===== src/rtl/modport_slave.sv =====
// -----------------------------------------------------------------------------
// modport_slave
//   AXI4-Lite slave exposing a bank of NUM_REGS read/write registers of
//   DATA_WIDTH bits each. Registers are word addressed: the byte offset bits
//   below the word size are ignored. Addresses beyond the bank answer SLVERR;
//   a write there changes nothing and a read there returns zero.
//
// Ports
//   aclk, aresetn             clock (rising edge) / synchronous active-low reset
//   awaddr/awvalid/awready    write address channel (awprot ignored)
//   wdata/wstrb/wvalid/wready write data channel, byte enables in wstrb
//   bresp/bvalid/bready       write response channel
//   araddr/arvalid/arready    read address channel (arprot ignored)
//   rdata/rresp/rvalid/rready read data channel
//
// All outputs come straight from flops.
// -----------------------------------------------------------------------------
module modport_slave #(
    parameter int ADDR_WIDTH = 32,
    parameter int DATA_WIDTH = 32,
    parameter int NUM_REGS   = 16
) (
    input  logic                    aclk,
    input  logic                    aresetn,

    input  logic [ADDR_WIDTH-1:0]   awaddr,
    input  logic                    awvalid,
    output logic                    awready,
    input  logic [2:0]              awprot,

    input  logic [DATA_WIDTH-1:0]   wdata,
    input  logic [DATA_WIDTH/8-1:0] wstrb,
    input  logic                    wvalid,
    output logic                    wready,

    output logic [1:0]              bresp,
    output logic                    bvalid,
    input  logic                    bready,

    input  logic [ADDR_WIDTH-1:0]   araddr,
    input  logic                    arvalid,
    output logic                    arready,
    input  logic [2:0]              arprot,

    output logic [DATA_WIDTH-1:0]   rdata,
    output logic [1:0]              rresp,
    output logic                    rvalid,
    input  logic                    rready
);

    localparam int STRB_W   = DATA_WIDTH / 8;
    localparam int ADDR_LSB = $clog2(STRB_W);
    localparam int IDX_W    = $clog2(NUM_REGS);
    localparam int IDX_MSB  = ADDR_LSB + IDX_W;

    localparam logic [1:0] RESP_OKAY   = 2'b00;
    localparam logic [1:0] RESP_SLVERR = 2'b10;

    logic [DATA_WIDTH-1:0] r_regs [NUM_REGS];

    logic                  r_awready;
    logic                  r_wready;
    logic                  r_arready;
    logic                  r_bvalid;
    logic [1:0]            r_bresp;
    logic                  r_rvalid;
    logic [1:0]            r_rresp;
    logic [DATA_WIDTH-1:0] r_rdata;

    logic                  r_aw_latched;
    logic [IDX_W-1:0]      r_aw_idx;
    logic                  r_aw_oor;
    logic                  r_w_latched;
    logic [DATA_WIDTH-1:0] r_wdata;
    logic [STRB_W-1:0]     r_wstrb;

    logic                  w_aw_hs;
    logic                  w_w_hs;
    logic                  w_ar_hs;
    logic                  w_commit;
    logic [IDX_W-1:0]      w_aw_idx;
    logic                  w_aw_oor;
    logic [IDX_W-1:0]      w_ar_idx;
    logic                  w_ar_oor;
    logic                  w_unused;

    assign w_aw_hs  = r_awready & awvalid;
    assign w_w_hs   = r_wready & wvalid;
    assign w_ar_hs  = r_arready & arvalid;
    assign w_commit = r_aw_latched & r_w_latched & ~r_bvalid;

    // Any set bit above the register index field puts the address past the bank.
    assign w_aw_idx = awaddr[IDX_MSB-1:ADDR_LSB];
    assign w_aw_oor = |awaddr[ADDR_WIDTH-1:IDX_MSB];
    assign w_ar_idx = araddr[IDX_MSB-1:ADDR_LSB];
    assign w_ar_oor = |araddr[ADDR_WIDTH-1:IDX_MSB];

    assign w_unused = ^{awprot, arprot, awaddr[ADDR_LSB-1:0], araddr[ADDR_LSB-1:0]};

    // Write address / data acceptance and response.
    // Ready is raised for one cycle only; the "~r_*ready" term drops it right
    // after the handshake edge. Latches clear as soon as the write commits, and
    // bvalid then blocks new acceptance until the response is taken.
    always_ff @(posedge aclk) begin
        if (!aresetn) begin
            r_awready    <= 1'b0;
            r_wready     <= 1'b0;
            r_bvalid     <= 1'b0;
            r_bresp      <= RESP_OKAY;
            r_aw_latched <= 1'b0;
            r_aw_idx     <= '0;
            r_aw_oor     <= 1'b0;
            r_w_latched  <= 1'b0;
            r_wdata      <= '0;
            r_wstrb      <= '0;
        end else begin
            r_awready <= awvalid & ~r_awready & ~r_aw_latched & ~r_bvalid & ~w_commit;
            r_wready  <= wvalid  & ~r_wready  & ~r_w_latched  & ~r_bvalid & ~w_commit;

            if (w_aw_hs) begin
                r_aw_latched <= 1'b1;
                r_aw_idx     <= w_aw_idx;
                r_aw_oor     <= w_aw_oor;
            end
            if (w_w_hs) begin
                r_w_latched <= 1'b1;
                r_wdata     <= wdata;
                r_wstrb     <= wstrb;
            end

            if (w_commit) begin
                r_aw_latched <= 1'b0;
                r_w_latched  <= 1'b0;
                r_bvalid     <= 1'b1;
                r_bresp      <= r_aw_oor ? RESP_SLVERR : RESP_OKAY;
            end else if (r_bvalid && bready) begin
                r_bvalid <= 1'b0;
            end
        end
    end

    // Register bank: byte-lane update on commit, nothing for out-of-range.
    always_ff @(posedge aclk) begin
        if (!aresetn) begin
            for (int i = 0; i < NUM_REGS; i++) begin
                r_regs[i] <= '0;
            end
        end else if (w_commit && !r_aw_oor) begin
            for (int b = 0; b < STRB_W; b++) begin
                if (r_wstrb[b]) begin
                    r_regs[r_aw_idx][8*b +: 8] <= r_wdata[8*b +: 8];
                end
            end
        end
    end

    // Read channel. Data is captured on the address handshake edge from the
    // current bank contents, so a same-edge write is not yet visible.
    always_ff @(posedge aclk) begin
        if (!aresetn) begin
            r_arready <= 1'b0;
            r_rvalid  <= 1'b0;
            r_rresp   <= RESP_OKAY;
            r_rdata   <= '0;
        end else begin
            r_arready <= arvalid & ~r_arready & ~r_rvalid;

            if (w_ar_hs) begin
                r_rvalid <= 1'b1;
                r_rdata  <= w_ar_oor ? '0 : r_regs[w_ar_idx];
                r_rresp  <= w_ar_oor ? RESP_SLVERR : RESP_OKAY;
            end else if (r_rvalid && rready) begin
                r_rvalid <= 1'b0;
            end
        end
    end

    assign awready = r_awready;
    assign wready  = r_wready;
    assign bvalid  = r_bvalid;
    assign bresp   = r_bresp;
    assign arready = r_arready;
    assign rvalid  = r_rvalid;
    assign rresp   = r_rresp;
    assign rdata   = r_rdata;

endmodule


===== config.mk =====
export PLATFORM = sky130hd
export DESIGN_NAME = modport_slave
export DESIGN_NICKNAME = d
export VERILOG_FILES = /design/src/rtl/modport_slave.sv
export SDC_FILE = /design/constraint.sdc
export NUM_CORES = 1
export LEC_CHECK = 0
export ABC_AREA = 1
export BUFFER_PORTS_ARGS = -buffer_cell sky130_fd_sc_hd__buf_4
export CAP_MARGIN = 20
export CORE_ASPECT_RATIO = 0.5
export CORE_MARGIN = 5
export CORE_UTILIZATION = 40
export DETAILED_ROUTE_END_ITERATION = 8
export GPL_TIMING_DRIVEN = 1
export SLEW_MARGIN = 20
export SYNTH_ARGS = -nofsm -noshare
export SYNTH_HDL_FRONTEND = slang
export SYNTH_SLANG_ARGS = --single-unit

===== constraint.sdc =====
create_clock -name aclk -period 2.5 [get_ports aclk]
set_input_delay 0.375 -clock aclk [delete_from_list [all_inputs] [get_ports aclk]]
set_output_delay 0.375 -clock aclk [all_outputs]
set_load 0.01 [all_outputs]

# After elaboration in Yosys (flattened, before gate mapping)
# Memory sizes are Yosys's and may differ from the RTL's.
# Index checks and enable logic that the tools add are counted.
# classes
n_addsub,0
n_mul,0
div_mod_pow,0
order_cmp,0
n_eq_ne,0
shift,0
n_mux,27
bitwise,24
n_reduce_logical,10
# ops
op,n
$mux W32,2
$reduce_or A26 Y1,2
$reduce_or A32 Y1,1
$mux W1,21
$and A1 B1 Y1,15
$not A1 Y1,9
$mux W4,2
$mux W2,2
$reduce_bool A2 Y1,2
$logic_and A1 B1 Y1,3
$reduce_or A2 Y1,1
$logic_not A1 Y1,1
# totals
register_bits,84
latch_bits,0
mem_bits_rw,512
rom_bits,0
inputBits,113
out_inout_bits,41
elab_cells,76
memories,1
# mem_list
memory,words,word_bits,rd,rd_ports_with_merged_regs,wr,line_no,text
r_regs,16,32,1,0,16,59,logic [DATA_WIDTH-1:0] r_regs [NUM_REGS];

# Longest topological paths before layout
# logic_depth
ltp_word,8
depth_mapped,10
depth_no_buf,8

# Worst setup path after synthesis
# Ideal clock, no wire load.
# synth_path
path_kind,register -> register
startpoint,"register r_bvalid, in the netlist bvalid"
endpoint,"memory r_regs[0][0], enable pin"
setup_ps,329
arrival_ps,1679
required_time_ps,2171
setup_slack_ps,492
path_stages_with_launch,9
path_buffers,2
period_less_slack_ps,2008
cell_sequence,dfxtp_1 > nor3_2 > inv_2 > or2_1 > buf_4 > nor2_4 > buf_6 > nand2_2 > nand2_1
# synth_lines
item,line_no,text
"start, declared",64,logic r_bvalid;
"start signal, assigned",108,r_bvalid <= 1'b0;
"start signal, assigned",134,r_bvalid <= 1'b1;
"start signal, assigned",137,r_bvalid <= 1'b0;
"end, declared",59,

==> results.sh <==
export IMPL_syn_area_per_cell_um2=9.662
export IMPL_cp_start_kind="flip-flop"
export IMPL_cts_root_buffer="clkbuf_16"
export IMPL_final_antenna_net_count=0
export IMPL_reg2reg_slack_ps=260
export IMPL_layout_cells_non_filler=3739
export IMPL_power_density_nw_per_um2=703.4
export IMPL_cts_buffers=56
export IMPL_p_leak_nw=11.20
export IMPL_synth_seq_area_share_pct=65.49
export IMPL_cts_sinks=594
export IMPL_top_level_ports=154
export IMPL_drive_above_1_share_pct=12.82
export IMPL_yosysUniqueCellTypes=27
export IMPL_die_area_um2=70460
export IMPL_fin_setup_tns_ps=0
export IMPL_arrival_ps=2510
export IMPL_cts_tree="done"
export IMPL_grt_pass1_vias=18620
export IMPL_rsz0062_at_grt="no"
export IMPL_grt_antenna_before_repair=0
export IMPL_die_h_um=190.2
export IMPL_hold_end="bvalid"
export IMPL_r2r_start="r_w_latched"
export IMPL_htree_num_levels=2
export IMPL_antenna_diode_count=0
export IMPL_r2r_cells=9
export IMPL_start_util_pct=40.18
export IMPL_multi_input_area_um2=8078
export IMPL_grt_ovfl_total=0
export IMPL_holdWs_ps=28.36
export IMPL_period_minus_slack_ps=2239
export IMPL_area_growth_syn_to_layout_pct=16.27
export IMPL_required_ps=2770
export IMPL_cp_end_kind="flip-flop"
export IMPL_min_path_type="primary input to flip-flop"
export IMPL_cp_max_fo=9
export IMPL_holdPathStages=4
export IMPL_finalPower_mw=21.25
export IMPL_clk_pin_slew_ps=60
export IMPL_grt_max_degree=117
export IMPL_drc_errors=0
export IMPL_ys_warn_count=0
export IMPL_dp_slack_ps=257.6
export IMPL_max_vdd_ir_drop_v=0.0004889
export IMPL_tightest_slew_ps=862.6
export IMPL_finalClockSkew_ps=25.22
export IMPL_drt_pass1_iter_count=5
export IMPL_place_gp_congestion=0.8374
export IMPL_avgViaCountPerCell=5.200
export IMPL_hpwl_um=46150
export IMPL_placed_cells=3633
export IMPL_path_class="flip-flop to flip-flop"
export IMPL_drt_iter0_drc=1861
export IMPL_status="finished clean"
export IMPL_layout_common_cells="nand2_1, nor2_1, edfxtp_1, nand3_1, buf_4"
export IMPL_num_rows=66
export IMPL_relSlewSlack_pct=42.14
export IMPL_setup_viol=0
export IMPL_core_area_um2=64660
export IMPL_period_share_pct=89.54
export IMPL_final_common_cell="nand2_1"
export IMPL_postCtsSetupBuffers=0
export IMPL_design_area_um2=30210
export IMPL_final_seq_area_um2=17020
export IMPL_setup_ws_ps=261.5
export IMPL_nNetsFinal=2920
export IMPL_grt_usage_pct=20.16
export IMPL_r2r_end="r_regs[14][16]"
export IMPL_wire_per_inst_um=19.36
export IMPL_grt_pass1_wl_um=108400
export IMPL_clkLatencyLatePin_ps=610
export IMPL_placedInstanceArea_um2=28380
export IMPL_slew_viol_final=0
export IMPL_netlist_instances=2689
export IMPL_synth_area_um2=25980
export IMPL_die_w_um=370.4
export IMPL_hold_buffers=0
export IMPL_worstHoldStart="bready"
export IMPL_fill_cells=6096
export IMPL_cap_violations=0
export IMPL_drt_total_wl_um=72380
export IMPL_io_buffer_count=141
export IMPL_routed_via_count=19440
export IMPL_synth_seq_cells=594
export IMPL_ctsResizeCount=0
export IMPL_finalCoreUtilization_pct=46.72
export IMPL_hold_violations=0
export IMPL_clk_path_buf_depth=3
export IMPL_fmax_mhz=446.7
flip-flops by register name, indices dropped and copies added, names as in the netlist, 4 cells and up:
register / cells
rdata: 32
r_regs: 512
r_wstrb: 4
r_aw_idx: 4
r_wdata: 32
metal layers:
metal / wire length [um] / up-vias / global-route usage, %
met2: 34660 / 702 / 34.04
met1: 30100 / 9278 / 26.57
met3: 5088 / 143 / 3.272
met4: 2531 / 0 / 7.122
li1: - / 9320 / -
met5: 0 / - / 0
logic make-up (layout without fill, tap and decap cells):
logic type             Yosys count  in the layout  share of synthesized area, %
AO/OA/AOI/OAI                  115            115                         2.235
buffers and inverters          223            388                         3.477
flip-flops                     594            594                         65.49
other                            1              2                       0.01443
AND/OR/NAND/NOR               1756           1756                         28.78
power breakdown:
| part | internal (mW) | total, mW | leakage (nW) | switching (mW) |
|---|---|---|---|---|
| Clock | 4.85 | 8.57 | 0.895 | 3.72 |
| Sequential | 11.0 | 11.1 | 5.95 | 0.0944 |
| Combinational | 0.434 | 1.54 | 4.36 | 1.11 |
cell type report:
type	count	share of cell area, %
flip-flops and latches	594	56.33
repair buffers	233	6.598
inverters	49	0.6337
clock inverters	16	0.5385
clock buffers	90	5.496
multi-input cells	1873	26.74
well taps	884	3.662
synthesized netlist by cell type, drive strengths merged:
library cell / n / share of area, %
nor3: 3 / 0.077
edfxtp: 512 / 59
nor4: 8 / 0.19
conb: 1 / 0.014
nor2: 560 / 8.3
and2: 1 / 0.024
or2: 1 / 0.024
nand2: 701 / 11
o211a: 1 / 0.039
inv: 16 / 0.23
o21ai: 42 / 0.81
nand3: 481 / 9.3
buf: 39 / 0.82
clkinv: 33 / 0.48
clkbuf: 135 / 2.0
nand4: 1 / 0.024
a21oi: 72 / 1.4
dfxtp: 82 / 6.3
worst max path at each step:
stage / cells past startpoint / start / end
6_report: 9 / r_w_latched / r_regs[14][16]
5_1_grt: 9 / r_w_latched / r_regs[0][12]
4_1_cts: 8 / bvalid / r_regs[10][21]
3_5_place_dp: 8 / bvalid / r_regs[10][19]
3_3_place_gp: 8 / bvalid / r_regs[0][13]
2_1_floorplan: 8 / bvalid / r_regs[0][0]
critical path, stage by stage (launching register included):
cell     delay (ps)
dfxtp_1         330
inv_1            70
nor3_2          220
inv_2            60
or2_1           200
buf_4           200
nor2_8          220
buf_12          190
nand2_4         100
nand2_1         300
No activity file was read; power rests on OpenSTA's default activity.
